<file path="src/rtl/adder_pkg.sv">
// Shared constants for the registered ripple-carry adder.
package adder_pkg;
    localparam int ADD_WIDTH = 16;
endpackage

</file>
<file path="src/rtl/add16_reg_if.sv">
// Operand/result bundle for add16_reg; master drives operands, slave returns the sum.
interface add16_reg_if
    import adder_pkg::*;
#(
    parameter int WIDTH = ADD_WIDTH
);
    logic             in_valid;
    logic [WIDTH-1:0] a;
    logic [WIDTH-1:0] b;
    logic [WIDTH-1:0] out;
    logic             carry_out;
    logic             out_valid;

    modport master (
        output in_valid, a, b,
        input  out, carry_out, out_valid
    );

    modport slave (
        input  in_valid, a, b,
        output out, carry_out, out_valid
    );
endinterface

</file>
<file path="src/rtl/full_adder.sv">
// One-bit gate-level full adder cell for the ripple chain.
module full_adder (
    input  logic a,
    input  logic b,
    input  logic cin,
    output logic sum,
    output logic cout
);
    logic half;

    assign half = a ^ b;
    assign sum  = half ^ cin;
    assign cout = (a & b) | (cin & half);
endmodule

</file>
<file path="src/rtl/add16_reg.sv">
// Ripple-carry adder with a one-cycle output register; the datapath runs every
// cycle and only out_valid says whether the registered sum belongs to a real pair.
module add16_reg
    import adder_pkg::*;
#(
    parameter int WIDTH = ADD_WIDTH
) (
    input logic       clk,
    input logic       rst_n,
    add16_reg_if.slave bus
);
    logic [WIDTH:0]   carry_p0;
    logic [WIDTH-1:0] sum_p0;

    logic [WIDTH-1:0] sum_p1;
    logic             carry_p1;
    logic             vld_p1;

    assign carry_p0[0] = 1'b0;

    // Stage 0: combinational ripple chain, LSB first
    for (genvar i = 0; i < WIDTH; i++) begin : g_ripple
        full_adder u_fa (
            .a    (bus.a[i]),
            .b    (bus.b[i]),
            .cin  (carry_p0[i]),
            .sum  (sum_p0[i]),
            .cout (carry_p0[i+1])
        );
    end

    // Stage 1: output registers, cleared asynchronously so no X ever leaves
    always_ff @(posedge clk or negedge rst_n) begin
        if (!rst_n) begin
            sum_p1   <= '0;
            carry_p1 <= 1'b0;
            vld_p1   <= 1'b0;
        end else begin
            sum_p1   <= sum_p0;
            carry_p1 <= carry_p0[WIDTH];
            vld_p1   <= bus.in_valid;
        end
    end

    assign bus.out       = sum_p1;
    assign bus.carry_out = carry_p1;
    assign bus.out_valid = vld_p1;
endmodule

</file>
<file path="src/flat_wrapper.sv">
// flat-port wrapper written by rule: the top's interface ports become plain ports
module add16_reg_flat import adder_pkg::*;
#(
    parameter int WIDTH = ADD_WIDTH
)
  (clk, rst_n, bus_in_valid, bus_a, bus_b, bus_out, bus_carry_out, bus_out_valid);
  add16_reg_if #(.WIDTH(WIDTH)) bus_i ();
  input logic clk;
  input logic rst_n;
  input wire logic [$bits(bus_i.in_valid)-1:0] bus_in_valid;
  input wire logic [$bits(bus_i.a)-1:0] bus_a;
  input wire logic [$bits(bus_i.b)-1:0] bus_b;
  output wire logic [$bits(bus_i.out)-1:0] bus_out;
  output wire logic [$bits(bus_i.carry_out)-1:0] bus_carry_out;
  output wire logic [$bits(bus_i.out_valid)-1:0] bus_out_valid;
  assign bus_i.in_valid = bus_in_valid;
  assign bus_i.a = bus_a;
  assign bus_i.b = bus_b;
  assign bus_out = bus_i.out;
  assign bus_carry_out = bus_i.carry_out;
  assign bus_out_valid = bus_i.out_valid;
  add16_reg #(.WIDTH(WIDTH)) u_core (.clk(clk), .rst_n(rst_n), .bus(bus_i));
endmodule
</file>
<file path="config.mk">
export PLATFORM = sky130hd
export DESIGN_NAME = add16_reg_flat
export DESIGN_NICKNAME = d
export VERILOG_FILES = /design/src/rtl/adder_pkg.sv /design/src/rtl/add16_reg_if.sv /design/src/rtl/full_adder.sv /design/src/rtl/add16_reg.sv /design/src/flat_wrapper.sv
export SDC_FILE = /design/constraint.sdc
export NUM_CORES = 1
export LEC_CHECK = 0
export CELL_PAD_IN_SITES_DETAIL_PLACEMENT = 1
export CELL_PAD_IN_SITES_GLOBAL_PLACEMENT = 1
export CORE_AREA = 5 5 59 61
export CTS_CLUSTER_SIZE = 12
export DETAILED_ROUTE_END_ITERATION = 8
export DIE_AREA = 0 0 64 66
export PLACE_DENSITY = 0.83
export SLEW_MARGIN = 20
export SYNTH_ARGS = -nofsm -noshare
export SYNTH_HDL_FRONTEND = slang
export SYNTH_SLANG_ARGS = --single-unit
</file>
<file path="constraint.sdc">
create_clock -name clk -period 0.9 [get_ports clk]
set_input_delay 0.09 -clock clk [delete_from_list [all_inputs] [get_ports clk]]
set_output_delay 0.09 -clock clk [all_outputs]
set_load 0.005 [all_outputs]
</file>
==> report_table.html, run 1 <==
<table>
<tr><th>Metric</th><th>Value</th></tr>
<tr><th colspan="2">Status</th></tr>
<tr><td>Result of the run</td><td>finished, violations left</td></tr>
<tr><td>Violated checks</td><td>negative setup slack</td></tr>
<tr><th colspan="2">Route</th></tr>
<tr><td>Count of TritonRoute iterations in the first routing pass</td><td>2</td></tr>
<tr><td>Vias post-DR</td><td>561</td></tr>
<tr><td>Drt total wl</td><td>2172 um</td></tr>
<tr><td>Antenna violation net count after detailed routing</td><td>0</td></tr>
<tr><td>Starting DRC count in detailed routing</td><td>2</td></tr>
<tr><td>Avg WL per Cell</td><td>15.97 um</td></tr>
<tr><td>Number of remaining DRC errors</td><td>0</td></tr>
<tr><td>Drt via density</td><td>4.125</td></tr>
<tr><th colspan="2">Setup path</th></tr>
<tr><td>Most common cell type on the critical path</td><td>sky130_fd_sc_hd__fa_2</td></tr>
<tr><td>Critical path endpoint</td><td>u_core.bus.out[15]</td></tr>
<tr><td>Critical path startpoint category</td><td>input port</td></tr>
<tr><td>Number of logic stages on the critical path including buffering</td><td>21</td></tr>
<tr><td>Family of cells with the greatest summed delay on the critical path</td><td>adder cells</td></tr>
<tr><td>Critical path launch point</td><td>bus_b[0]</td></tr>
<tr><td>Crit path kind</td><td>input port to flop</td></tr>
<tr><td>CP Buf/Inv Count</td><td>5</td></tr>
<tr><td>Peak fanout along the critical path</td><td>1</td></tr>
<tr><td>Arr. time, crit path</td><td>5.73 ns</td></tr>
<tr><td>Slowest stage cell on the critical path</td><td>sky130_fd_sc_hd__fa_2</td></tr>
<tr><td>Worst setup EP type</td><td>flop</td></tr>
<tr><td>Critical Path Max Stage Delay</td><td>0.43 ns</td></tr>
<tr><td>WP data required</td><td>1.13 ns</td></tr>
<tr><td>Cell chain of the critical path</td><td>buf_6 &gt; ha_4 &gt; fa_2 &gt; fa_2 &gt; fa_2 &gt; fa_2 &gt; fa_2 &gt; fa_2 &gt; fa_2 &gt; fa_2 &gt; inv_2 &gt; fa_2 &gt; inv_2 &gt; fa_2 &gt; fa_2 &gt; fa_2 &gt; fa_2 &gt; fa_2 &gt; inv_2 &gt; fa_2 &gt; inv_2</td></tr>
<tr><th colspan="2">Synth</th></tr>
<tr><td>Flop and latch count out of synthesis</td><td>18</td></tr>
<tr><td>Sequential element share of the synthesized area</td><td>0.5625</td></tr>
<tr><td>Net count after synthesis</td><td>95</td></tr>
<tr><td>Mapped Cells</td><td>44</td></tr>
<tr><td>Yosys warning count</td><td>0</td></tr>
<tr><td>Number of distinct standard cells referenced by the synthesized netlist</td><td>4</td></tr>
<tr><td>Average instance area after synthesis</td><td>18.20 um2</td></tr>
<tr><td>Total standard cell area after synthesis</td><td>800.8 um2</td></tr>
<tr><th colspan="2">STA</th></tr>
<tr><td>Number of hold violations in the final report</td><td>0</td></tr>
<tr><td>Final setup violation count</td><td>15</td></tr>
<tr><td>Smallest hold slack</td><td>0.1226 ns</td></tr>
<tr><td>Final slew viol count</td><td>0</td></tr>
<tr><td>Final critical-path setup slack</td><td>-4.596 ns</td></tr>
<tr><td>Crit share post-route</td><td>6.107</td></tr>
<tr><td>Unrepaired setup endpoints after global routing</td><td>yes</td></tr>
<tr><td>Measured slew at the worst slew-check pin</td><td>0.1347 ns</td></tr>
<tr><td>Min Clock Period, post-route</td><td>5.496 ns</td></tr>
<tr><td>Highest Clock Rate</td><td>0.1819 GHz</td></tr>
<tr><td>Worst slew slack as a fraction of its limit</td><td>0.9102</td></tr>
<tr><th colspan="2">Global routing</th></tr>
<tr><td>Remaining global-route overflow</td><td>0</td></tr>
<tr><td>First-pass GRT wire length</td><td>3443 um</td></tr>
<tr><td>Total global routing track utilization</td><td>0.1109</td></tr>
<tr><td>Largest net degree at the start of global routing</td><td>11</td></tr>
<tr><td>Number of antenna violations at the first check in global routing</td><td>0</td></tr>
<tr><td>Vias in the first global route</td><td>733</td></tr>
<tr><th colspan="2">Final layout</th></tr>
<tr><td>Most frequent cells in the layout</td><td>sky130_fd_sc_hd__clkdlybuf4s50_1, sky130_fd_sc_hd__buf_2, sky130_fd_sc_hd__dfrtp_1</td></tr>
<tr><td>Utilization after layout</td><td>0.4727</td></tr>
<tr><td>Commonest non-fill, non-tap cell in the layout</td><td>sky130_fd_sc_hd__clkdlybuf4s50_1</td></tr>
<tr><td>Final #Nets</td><td>155</td></tr>
<tr><td>Syn-to-layout area delta</td><td>72.81%</td></tr>
<tr><td>Count of inserted antenna diode cells</td><td>0</td></tr>
<tr><td>Ratio of cells with drive above 1 in the final layout</td><td>0.4563</td></tr>
<tr><td>Final cell count without fillers</td><td>136</td></tr>
<tr><th colspan="2">Floorplanning</th></tr>
<tr><td>Total die area</td><td>4224 um2</td></tr>
<tr><td>Overall die width</td><td>64 um</td></tr>
<tr><td>Core box area</td><td>2928 um2</td></tr>
<tr><td>Starting density of the core</td><td>0.2735</td></tr>
<tr><td>Vertical die dimension</td><td>66 um</td></tr>
<tr><td>Number of top-level design ports</td><td>53</td></tr>
<tr><td>Row count</td><td>20</td></tr>
<tr><th colspan="2">Placed design</th></tr>
<tr><td>Global placement routability congestion</td><td>0.6832</td></tr>
<tr><td>Buffers on Ports</td><td>52</td></tr>
<tr><td>DP Cell Count</td><td>131</td></tr>
<tr><td>Detailed placer's ending HPWL</td><td>1915 um</td></tr>
<tr><th colspan="2">CTS</th></tr>
<tr><td>CTS Root Buffer Type</td><td>sky130_fd_sc_hd__clkbuf_4</td></tr>
<tr><td>Clock tree from TritonCTS</td><td>yes</td></tr>
<tr><td>CTS H-tree lvls</td><td>1</td></tr>
<tr><td>Total number of clock tree sinks</td><td>18</td></tr>
<tr><td>CTS clk-pin slew, worst paths</td><td>0.11 ns</td></tr>
<tr><td>Cts bufs inserted</td><td>3</td></tr>
<tr><td>Number of buffers on the longest clock path</td><td>2</td></tr>
<tr><th colspan="2">Power and ir drop</th></tr>
<tr><td>Leakage power of the design</td><td>0.6090 nW</td></tr>
<tr><td>Worst supply voltage drop on vdd</td><td>0.8206 mV</td></tr>
<tr><td>Total power consumption of the routed design</td><td>2.049 mW</td></tr>
<tr><td>PD cells</td><td>1480 nW/um2</td></tr>
<tr><th colspan="2">Hold path</th></tr>
<tr><td>Hold Crit Class</td><td>input port to async pin</td></tr>
<tr><th colspan="2">Job</th></tr>
<tr><td>Total of max-cap violations</td><td>0</td></tr>
</table>
[synth_stat cells, drive strengths merged]
cell type | number | area share
dfrtp | 18 | 0.56
fa | 15 | 0.38
inv | 10 | 0.047
ha | 1 | 0.016
[per-stage QoR]
step | setup WS [ns] | setup TNS (ns) | cell area (um2)
5_1_grt | -4.703 | -38.75 | 1384
3_3_place_gp | -5.155 | -46.70 | 1425
2_1_floorplan | -4.559 | -38.03 | 848.3
3_5_place_dp | -5.267 | -47.94 | 1425
4_1_cts | -4.611 | -37.56 | 1374
6_report | -4.596 | -37.45 | 1384
[where the power goes]
group	switching [mW]	leakage, nW	internal (mW)
logic	0.241	0.378	0.339
registers	0.0345	0.210	0.949
clock network	0.239	0.0210	0.246
total	0.515	0.609	1.53
[logic make-up (layout without fill, tap and decap cells)]
| kind of cell | count (synthesis) | in the layout | synth area share |
|---|---|---|---|
| fa+ha+maj | 16 | 16 | 0.3906 |
| flops | 18 | 18 | 0.5625 |
| buf+inv | 10 | 69 | 0.04688 |
[routing by layer]
metal | track usage | up-vias | share of wire
met4 | 0.03117 | 0 | 0
met5 | 0 | - | 0
met1 | 0.1024 | 288 | 0.32
li1 | - | 243 | -
met2 | 0.2186 | 30 | 0.59
met3 | 0.04422 | 0 | 0.089
[state kept, by name, indices dropped and copies added, names as in the netlist]
| name | cells |
|---|---|
| u_core.bus.carry_out | 1 |
| u_core.bus.out_valid | 1 |
| u_core.bus.out | 16 |
[worst min path at each step]
stage | slack, ns | end | cells past startpoint
after floorplan | -0.21 | u_core.bus.carry_out | 0
after global placement | 0.42 | u_core.bus.out[2] | 2
after detailed placement | 0.44 | u_core.bus.out[1] | 2
after CTS | 0.003 | u_core.bus.out[0] | 2
after global routing | 0.1 | u_core.bus.out[12] | 2
final | 0.12 | u_core.bus.out[12] | 2
[cell type report]
type                    instances  area [um2]
fillers                       311        1544
repair buffers                 55       455.4
flip-flops and latches         18       450.4
multi-input cells              16       362.8
well taps                      33       41.29
inverters                      10       37.54
clock buffers                   4       36.28
[what timing repair did]
item,4_1_cts,5_1_grt
gates cloned,0,0
setup buffers,0,0
pin swaps,2,0
endpoints found under the setup margin,34,33
hold buffers,0,1
resized for setup,86,2
hold endpoints to repair,0,1
Note: power is estimated with default switching activity, not from simulation.
==> inputs of run 2 (changes only) <==
--- a/config.mk
+++ b/config.mk
@@ -12,6 +12,7 @@
 export DETAILED_ROUTE_END_ITERATION = 8
 export DIE_AREA = 0 0 64 66
 export PLACE_DENSITY = 0.83
+export REMOVE_ABC_BUFFERS = 1
 export SLEW_MARGIN = 20
 export SYNTH_ARGS = -nofsm -noshare
 export SYNTH_HDL_FRONTEND = slang
==> report_table.html, run 2 (synthesis gave the netlist of run 1 again) <==
<table>
<tr><th>Metric</th><th>Value</th></tr>
<tr><th colspan="2">Final layout</th></tr>
<tr><td>Commonest non-fill, non-tap cell in the layout</td><td>sky130_fd_sc_hd__clkdlybuf4s50_1</td></tr>
<tr><td>Ratio of cells with drive above 1 in the final layout</td><td>0.4412 (-0.01513)</td></tr>
<tr><td>Most frequent cells in the layout</td><td>sky130_fd_sc_hd__clkdlybuf4s50_1, sky130_fd_sc_hd__buf_2, sky130_fd_sc_hd__dfrtp_1</td></tr>
<tr><td>Count of inserted antenna diode cells</td><td>0 (unchanged)</td></tr>
<tr><td>Utilization after layout</td><td>0.4709 (-0.001710)</td></tr>
<tr><td>Number of flip-flops in the largest register</td><td>16 (unchanged)</td></tr>
<tr><td>FILL cells</td><td>318 (+2.3%)</td></tr>
<tr><td>Post-Layout Inst Area</td><td>1379 um2 (-0.36%)</td></tr>
<tr><td>Final #Nets</td><td>154 (-0.65%)</td></tr>
<tr><td>Syn-to-layout area delta</td><td>72.19%</td></tr>
<tr><th colspan="2">Global routing</th></tr>
<tr><td>First-pass GRT wire length</td><td>3180 um (-7.6%)</td></tr>
<tr><td>Number of antenna violations at the first check in global routing</td><td>0 (unchanged)</td></tr>
<tr><td>Total global routing track utilization</td><td>0.1024 (-0.008483)</td></tr>
<tr><td>Vias in the first global route</td><td>670 (-8.6%)</td></tr>
<tr><td>Remaining global-route overflow</td><td>0 (unchanged)</td></tr>
<tr><td>Largest net degree at the start of global routing</td><td>19 (+8)</td></tr>
<tr><th colspan="2">STA</th></tr>
<tr><td>Number of hold violations in the final report</td><td>0 (unchanged)</td></tr>
<tr><td>Min Clock Period, post-route</td><td>5.410 ns (-0.08619 ns)</td></tr>
<tr><td>Measured slew at the worst slew-check pin</td><td>0.1300 ns (-0.004696 ns)</td></tr>
<tr><td>Crit share post-route</td><td>6.011 (-0.09577)</td></tr>
<tr><td>Final setup violation count</td><td>15 (unchanged)</td></tr>
<tr><td>Highest Clock Rate</td><td>0.1848 GHz (+1.6%)</td></tr>
<tr><td>Final critical-path setup slack</td><td>-4.510 ns (+0.08619 ns)</td></tr>
<tr><td>Worst slew slack as a fraction of its limit</td><td>0.9131 (+0.002859)</td></tr>
<tr><td>Unrepaired setup endpoints after global routing</td><td>yes</td></tr>
<tr><td>Smallest hold slack</td><td>0.1265 ns (+0.003890 ns)</td></tr>
<tr><td>Final slew viol count</td><td>0 (unchanged)</td></tr>
<tr><th colspan="2">Route</th></tr>
<tr><td>Vias post-DR</td><td>549 (-2.1%)</td></tr>
<tr><td>Drt via density</td><td>4.067 (-1.4%)</td></tr>
<tr><td>Drt total wl</td><td>1942 um (-11%)</td></tr>
<tr><td>Starting DRC count in detailed routing</td><td>9 (+7)</td></tr>
<tr><td>Avg WL per Cell</td><td>14.39 um (-9.9%)</td></tr>
<tr><td>Count of TritonRoute iterations in the first routing pass</td><td>2 (unchanged)</td></tr>
<tr><td>Antenna violation net count after detailed routing</td><td>0 (unchanged)</td></tr>
<tr><td>Number of remaining DRC errors</td><td>0 (unchanged)</td></tr>
<tr><th colspan="2">Hold path</th></tr>
<tr><td>Hold Crit Class</td><td>input port to flop</td></tr>
<tr><th colspan="2">Setup path</th></tr>
<tr><td>Critical path startpoint category</td><td>input port</td></tr>
<tr><td>Crit path kind</td><td>input port to flop</td></tr>
<tr><td>WP data required</td><td>1.14 ns (about the same)</td></tr>
<tr><td>Peak fanout along the critical path</td><td>1 (unchanged)</td></tr>
<tr><td>Arr. time, crit path</td><td>5.65 ns (-0.08 ns)</td></tr>
<tr><td>Worst setup EP type</td><td>flop</td></tr>
<tr><th colspan="2">Floorplanning</th></tr>
<tr><td>Vertical die dimension</td><td>66 um (unchanged)</td></tr>
<tr><td>Core box area</td><td>2928 um2 (unchanged)</td></tr>
<tr><td>Overall die width</td><td>64 um (unchanged)</td></tr>
<tr><td>Row count</td><td>20 (unchanged)</td></tr>
<tr><td>Starting density of the core</td><td>0.2735 (unchanged)</td></tr>
<tr><td>Number of top-level design ports</td><td>53 (unchanged)</td></tr>
<tr><td>Total die area</td><td>4224 um2 (unchanged)</td></tr>
<tr><th colspan="2">Status</th></tr>
<tr><td>Result of the run</td><td>finished, violations left</td></tr>
<tr><td>Violated checks</td><td>negative setup slack</td></tr>
<tr><th colspan="2">Placed design</th></tr>
<tr><td>Place WS</td><td>-5.833 ns (-0.5665 ns)</td></tr>
<tr><td>Area of placed instances</td><td>1383 um2 (-3.0%)</td></tr>
<tr><td>Global placement routability congestion</td><td>0.5976 (-13%)</td></tr>
<tr><td>Buffers on Ports</td><td>52 (unchanged)</td></tr>
<tr><th colspan="2">CTS</th></tr>
<tr><td>CTS H-tree lvls</td><td>1 (unchanged)</td></tr>
<tr><td>Buffers inserted by post-CTS timing repair</td><td>0 (unchanged)</td></tr>
<tr><td>CTS clk-pin slew, worst paths</td><td>0.10 ns (about the same)</td></tr>
<tr><td>CTS Root Buffer Type</td><td>sky130_fd_sc_hd__clkbuf_4</td></tr>
<tr><td>Number of buffers on the longest clock path</td><td>2 (unchanged)</td></tr>
<tr><td>Total number of clock tree sinks</td><td>18 (unchanged)</td></tr>
<tr><td>Clock tree from TritonCTS</td><td>yes</td></tr>
<tr><td>Cts bufs inserted</td><td>3 (unchanged)</td></tr>
<tr><th colspan="2">Job</th></tr>
<tr><td>Total of max-cap violations</td><td>0 (unchanged)</td></tr>
<tr><th colspan="2">Power and ir drop</th></tr>
<tr><td>Leakage power of the design</td><td>0.6094 nW (about the same)</td></tr>
<tr><td>PD cells</td><td>1472 nW/um2 (-0.58%)</td></tr>
<tr><td>Worst supply voltage drop on vdd</td><td>0.6761 mV (-18%)</td></tr>
</table>
run 2: worst max-delay path, stage by stage:
cell and delay [ns]:
sky130_fd_sc_hd__buf_6 0.10, sky130_fd_sc_hd__ha_4 0.15, sky130_fd_sc_hd__fa_2 0.34, sky130_fd_sc_hd__fa_2 0.38, sky130_fd_sc_hd__fa_2 0.35, sky130_fd_sc_hd__fa_2 0.34
sky130_fd_sc_hd__fa_2 0.35, sky130_fd_sc_hd__fa_2 0.34, sky130_fd_sc_hd__fa_2 0.35, sky130_fd_sc_hd__fa_2 0.35, sky130_fd_sc_hd__inv_2 0.06, sky130_fd_sc_hd__fa_2 0.18
sky130_fd_sc_hd__inv_2 0.04, sky130_fd_sc_hd__fa_2 0.34, sky130_fd_sc_hd__fa_2 0.35, sky130_fd_sc_hd__fa_2 0.35, sky130_fd_sc_hd__fa_2 0.35, sky130_fd_sc_hd__fa_2 0.34
sky130_fd_sc_hd__inv_2 0.06, sky130_fd_sc_hd__fa_1 0.39, sky130_fd_sc_hd__inv_1 0.06
run 2: where the power goes:
part           leakage, nW  internal (mW)  switching [mW]  total [mW]
logic                0.379          0.332           0.231       0.563
clock network       0.0210          0.246           0.241       0.487
registers            0.210          0.948          0.0306       0.979
total                0.609           1.53           0.503        2.03
run 2: final timing paths:
check                         start                 end  slack (ns)  cells past startpoint
max                        bus_b[0]  u_core.bus.out[15]       -4.51                     21
min                        bus_a[1]   u_core.bus.out[1]        0.13                      2
min in group asynchronous     rst_n   u_core.bus.out[4]        0.15                      2
max in group asynchronous     rst_n   u_core.bus.out[9]        0.63                      2
run 2: metal layers:
| metal | vias up | GRT usage | wire, um |
|---|---|---|---|
| li1 | 240 | - | - |
| met1 | 277 | 0.08342 | 535 |
| met2 | 30 | 0.2111 | 1197 |
| met3 | 2 | 0.02381 | 182 |
| met4 | 0 | 0.06234 | 27 |
| met5 | - | 0 | 0 |
run 2: through the flow:
step                std cells  power, mW  TNS [ns]
global route              135      2.200    -37.80
floorplan                  44      1.144    -42.63
CTS                       135      2.103    -40.66
finish                    135      2.029    -36.67
global placement          130      1.664    -51.38
detailed placement        130      1.695    -52.86
run 2: repair_timing:
item	in CTS	in global routing
resized for setup	103	3
hold endpoints to repair	1	0
cloned	0	0
hold buffers	1	0
pin swaps	16	16
endpoints found under the setup margin	34	33
run 2: cell type report:
cell class,count,area [um2],share of cell area
Timing Repair Buffer,54,452.9,0.3285
Clock buffer,4,36.28,0.02632
Inverter,10,37.54,0.02722
Sequential cell,18,450.4,0.3267
Multi-Input combinational cell,16,360.3,0.2613
Tap cell,33,41.29,0.02995
==> inputs of run 3 (changes only) <==
--- a/config.mk
+++ b/config.mk
@@ -11,8 +11,8 @@
 export CTS_CLUSTER_SIZE = 12
 export DETAILED_ROUTE_END_ITERATION = 8
 export DIE_AREA = 0 0 64 66
+export GPL_TIMING_DRIVEN = 0
 export PLACE_DENSITY = 0.83
-export REMOVE_ABC_BUFFERS = 1
 export SLEW_MARGIN = 20
 export SYNTH_ARGS = -nofsm -noshare
 export SYNTH_HDL_FRONTEND = slang
==> report_table.html, run 3 (synthesis gave the netlist of run 1 again) <==
<table>
<tr><th>Metric</th><th>Value</th></tr>
<tr><th colspan="2">Status</th></tr>
<tr><td>Result of the run</td><td>finished, violations left</td></tr>
<tr><td>Violated checks</td><td>negative hold slack, negative setup slack</td></tr>
<tr><th colspan="2">STA</th></tr>
<tr><td>Final critical-path setup slack</td><td>-4.568 ns (-0.05820 ns)</td></tr>
<tr><td>Unrepaired setup endpoints after global routing</td><td>yes</td></tr>
<tr><td>Crit share post-route</td><td>6.076 (+0.06467)</td></tr>
<tr><td>Min Clock Period, post-route</td><td>5.468 ns (+0.05820 ns)</td></tr>
<tr><td>Summed negative setup slack over all endpoints</td><td>-37.20 ns (-0.5265 ns)</td></tr>
<tr><td>Smallest hold slack</td><td>-0.1312 ns (-0.2577 ns)</td></tr>
<tr><td>Number of hold violations in the final report</td><td>18 (+18)</td></tr>
<tr><td>Final setup violation count</td><td>15 (unchanged)</td></tr>
<tr><td>Highest Clock Rate</td><td>0.1829 GHz (-1.1%)</td></tr>
<tr><td>Measured slew at the worst slew-check pin</td><td>0.7862 ns (+0.6562 ns)</td></tr>
<tr><td>Worst slew slack as a fraction of its limit</td><td>0.4750 (-0.4380)</td></tr>
<tr><td>Final slew viol count</td><td>0 (unchanged)</td></tr>
<tr><th colspan="2">Floorplanning</th></tr>
<tr><td>Number of top-level design ports</td><td>53 (unchanged)</td></tr>
<tr><td>Total die area</td><td>4224 um2 (unchanged)</td></tr>
<tr><td>Row count</td><td>20 (unchanged)</td></tr>
<tr><td>Starting density of the core</td><td>0.2735 (unchanged)</td></tr>
<tr><td>Overall die width</td><td>64 um (unchanged)</td></tr>
<tr><td>Vertical die dimension</td><td>66 um (unchanged)</td></tr>
<tr><td>Core box area</td><td>2928 um2 (unchanged)</td></tr>
<tr><th colspan="2">Route</th></tr>
<tr><td>Starting DRC count in detailed routing</td><td>2 (-7)</td></tr>
<tr><td>Drt total wl</td><td>1922 um (-1.0%)</td></tr>
<tr><td>Number of remaining DRC errors</td><td>0 (unchanged)</td></tr>
<tr><td>Drt via density</td><td>4.023 (-1.1%)</td></tr>
<tr><td>Avg WL per Cell</td><td>14.45 um (+0.46%)</td></tr>
<tr><td>Vias post-DR</td><td>535 (-2.6%)</td></tr>
<tr><td>Count of TritonRoute iterations in the first routing pass</td><td>3 (+1)</td></tr>
<tr><td>Antenna violation net count after detailed routing</td><td>0 (unchanged)</td></tr>
<tr><th colspan="2">Global routing</th></tr>
<tr><td>Total global routing track utilization</td><td>0.09465 (-0.007735)</td></tr>
<tr><td>Vias in the first global route</td><td>682 (+1.8%)</td></tr>
<tr><td>Largest net degree at the start of global routing</td><td>19 (unchanged)</td></tr>
<tr><td>Number of antenna violations at the first check in global routing</td><td>0 (unchanged)</td></tr>
<tr><td>First-pass GRT wire length</td><td>2987 um (-6.1%)</td></tr>
<tr><td>Remaining global-route overflow</td><td>0 (unchanged)</td></tr>
<tr><th colspan="2">CTS</th></tr>
<tr><td>CTS H-tree lvls</td><td>1 (unchanged)</td></tr>
<tr><td>CTS Root Buffer Type</td><td>sky130_fd_sc_hd__clkbuf_4</td></tr>
<tr><td>Cts bufs inserted</td><td>3 (unchanged)</td></tr>
<tr><td>Number of buffers on the longest clock path</td><td>2 (unchanged)</td></tr>
<tr><td>Clock tree from TritonCTS</td><td>yes</td></tr>
<tr><td>Buffers inserted by post-CTS timing repair</td><td>0 (unchanged)</td></tr>
<tr><td>Total number of clock tree sinks</td><td>18 (unchanged)</td></tr>
<tr><td>CTS clk-pin slew, worst paths</td><td>0.10 ns (about the same)</td></tr>
<tr><th colspan="2">Final layout</th></tr>
<tr><td>FILL cells</td><td>318 (unchanged)</td></tr>
<tr><td>Commonest non-fill, non-tap cell in the layout</td><td>sky130_fd_sc_hd__clkdlybuf4s50_1</td></tr>
<tr><td>Ratio of cells with drive above 1 in the final layout</td><td>0.4500 (+0.008824)</td></tr>
<tr><td>Syn-to-layout area delta</td><td>69.84%</td></tr>
<tr><td>Number of flip-flops in the largest register</td><td>16 (unchanged)</td></tr>
<tr><td>Final #Nets</td><td>153 (-0.65%)</td></tr>
<tr><td>Most frequent cells in the layout</td><td>sky130_fd_sc_hd__clkdlybuf4s50_1, sky130_fd_sc_hd__buf_2, sky130_fd_sc_hd__dfrtp_1</td></tr>
<tr><td>Count of inserted antenna diode cells</td><td>0 (unchanged)</td></tr>
<tr><td>Post-Layout Inst Area</td><td>1360 um2 (-1.4%)</td></tr>
<tr><th colspan="2">Setup path</th></tr>
<tr><td>Peak fanout along the critical path</td><td>1 (unchanged)</td></tr>
<tr><td>Critical path startpoint category</td><td>input port</td></tr>
<tr><td>Worst setup EP type</td><td>flop</td></tr>
<tr><td>WP data required</td><td>1.13 ns (about the same)</td></tr>
<tr><td>Arr. time, crit path</td><td>5.70 ns (+0.05 ns)</td></tr>
<tr><td>Crit path kind</td><td>input port to flop</td></tr>
<tr><td>Critical path launch point</td><td>bus_b[0]</td></tr>
<tr><td>Critical path endpoint</td><td>u_core.bus.out[15]</td></tr>
<tr><th colspan="2">Power and ir drop</th></tr>
<tr><td>PD cells</td><td>1413 nW/um2 (-4.0%)</td></tr>
<tr><td>Total power consumption of the routed design</td><td>1.921 mW (-5.3%)</td></tr>
<tr><td>Worst supply voltage drop on vdd</td><td>0.7363 mV (+8.9%)</td></tr>
<tr><td>Leakage power of the design</td><td>0.6009 nW (-1.4%)</td></tr>
<tr><th colspan="2">Hold path</th></tr>
<tr><td>Hold Crit Class</td><td>input port to async pin</td></tr>
<tr><th colspan="2">Placed design</th></tr>
<tr><td>Global placement routability congestion</td><td>0.6509 (+8.9%)</td></tr>
<tr><td>Place WS</td><td>-5.242 ns (+0.5915 ns)</td></tr>
<tr><td>Buffers on Ports</td><td>52 (unchanged)</td></tr>
<tr><td>Area of placed instances</td><td>1410 um2 (+2.0%)</td></tr>
<tr><td>Detailed placer's ending HPWL</td><td>1702 um</td></tr>
<tr><th colspan="2">Job</th></tr>
<tr><td>Total of max-cap violations</td><td>0 (unchanged)</td></tr>
</table>
run 3: final cells by class:
cell class              instances  area [um2]  area share
flip-flops and latches         18       450.4      0.3312
multi-input cells              16       362.8      0.2668
clock buffers                   3       22.52     0.01656
repair buffers                 53       445.4      0.3275
well taps                      33       41.29     0.03036
inverters                      10       37.54     0.02760
run 3: worst min path at each step:
stage | to | slack (ns) | depth (start not counted) | start
finish | u_core.bus.out[3] | -0.13 | 1 | rst_n
detailed placement | u_core.bus.out_valid | 0.55 | 1 | bus_in_valid
floorplan | u_core.bus.carry_out | -0.21 | 0 | rst_n
CTS | u_core.bus.out[0] | 0.004 | 2 | bus_a[0]
global route | u_core.bus.out[3] | -0.07 | 1 | rst_n
global placement | u_core.bus.out_valid | 0.54 | 1 | bus_in_valid
run 3: repair_timing:
action,CTS,global route
gates cloned,0,0
hold buffers,0,1
pin swaps,6,3
hold endpoints to repair,0,19
gates resized for setup,87,3
setup endpoints to repair,34,45
run 3: per-stage QoR:
stage          hold WS [ns]  utilization  cells
2_1_floorplan       -0.2056            -     44
3_3_place_gp         0.5389       0.4816    129
3_5_place_dp         0.5452       0.4816    129
4_1_cts            0.003912       0.4603    132
5_1_grt            -0.07173       0.4645    133
6_report            -0.1312       0.4645    133
run 3: where the power goes:
part / internal (mW) / switching, mW
Sequential: 0.949 / 0.0309
Clock: 0.155 / 0.224
Combinational: 0.329 / 0.234
run 3: layer usage:
layer / GRT usage / wire (um)
met4: 0.02338 / 10
met3: 0.03401 / 178
met5: 0 / 0
met2: 0.1922 / 1131
met1: 0.08630 / 601
run 3: critical path, cell delays in order:
cell and delay, ns:
sky130_fd_sc_hd__buf_6 0.10, sky130_fd_sc_hd__ha_4 0.15, sky130_fd_sc_hd__fa_2 0.35, sky130_fd_sc_hd__fa_2 0.36
sky130_fd_sc_hd__fa_2 0.37, sky130_fd_sc_hd__fa_2 0.35, sky130_fd_sc_hd__fa_2 0.35, sky130_fd_sc_hd__fa_2 0.34
sky130_fd_sc_hd__fa_2 0.35, sky130_fd_sc_hd__fa_2 0.35, sky130_fd_sc_hd__inv_2 0.06, sky130_fd_sc_hd__fa_2 0.18
sky130_fd_sc_hd__inv_2 0.03, sky130_fd_sc_hd__fa_2 0.33, sky130_fd_sc_hd__fa_2 0.35, sky130_fd_sc_hd__fa_2 0.35
sky130_fd_sc_hd__fa_2 0.35, sky130_fd_sc_hd__fa_2 0.35, sky130_fd_sc_hd__inv_2 0.06, sky130_fd_sc_hd__fa_2 0.42
sky130_fd_sc_hd__inv_2 0.05
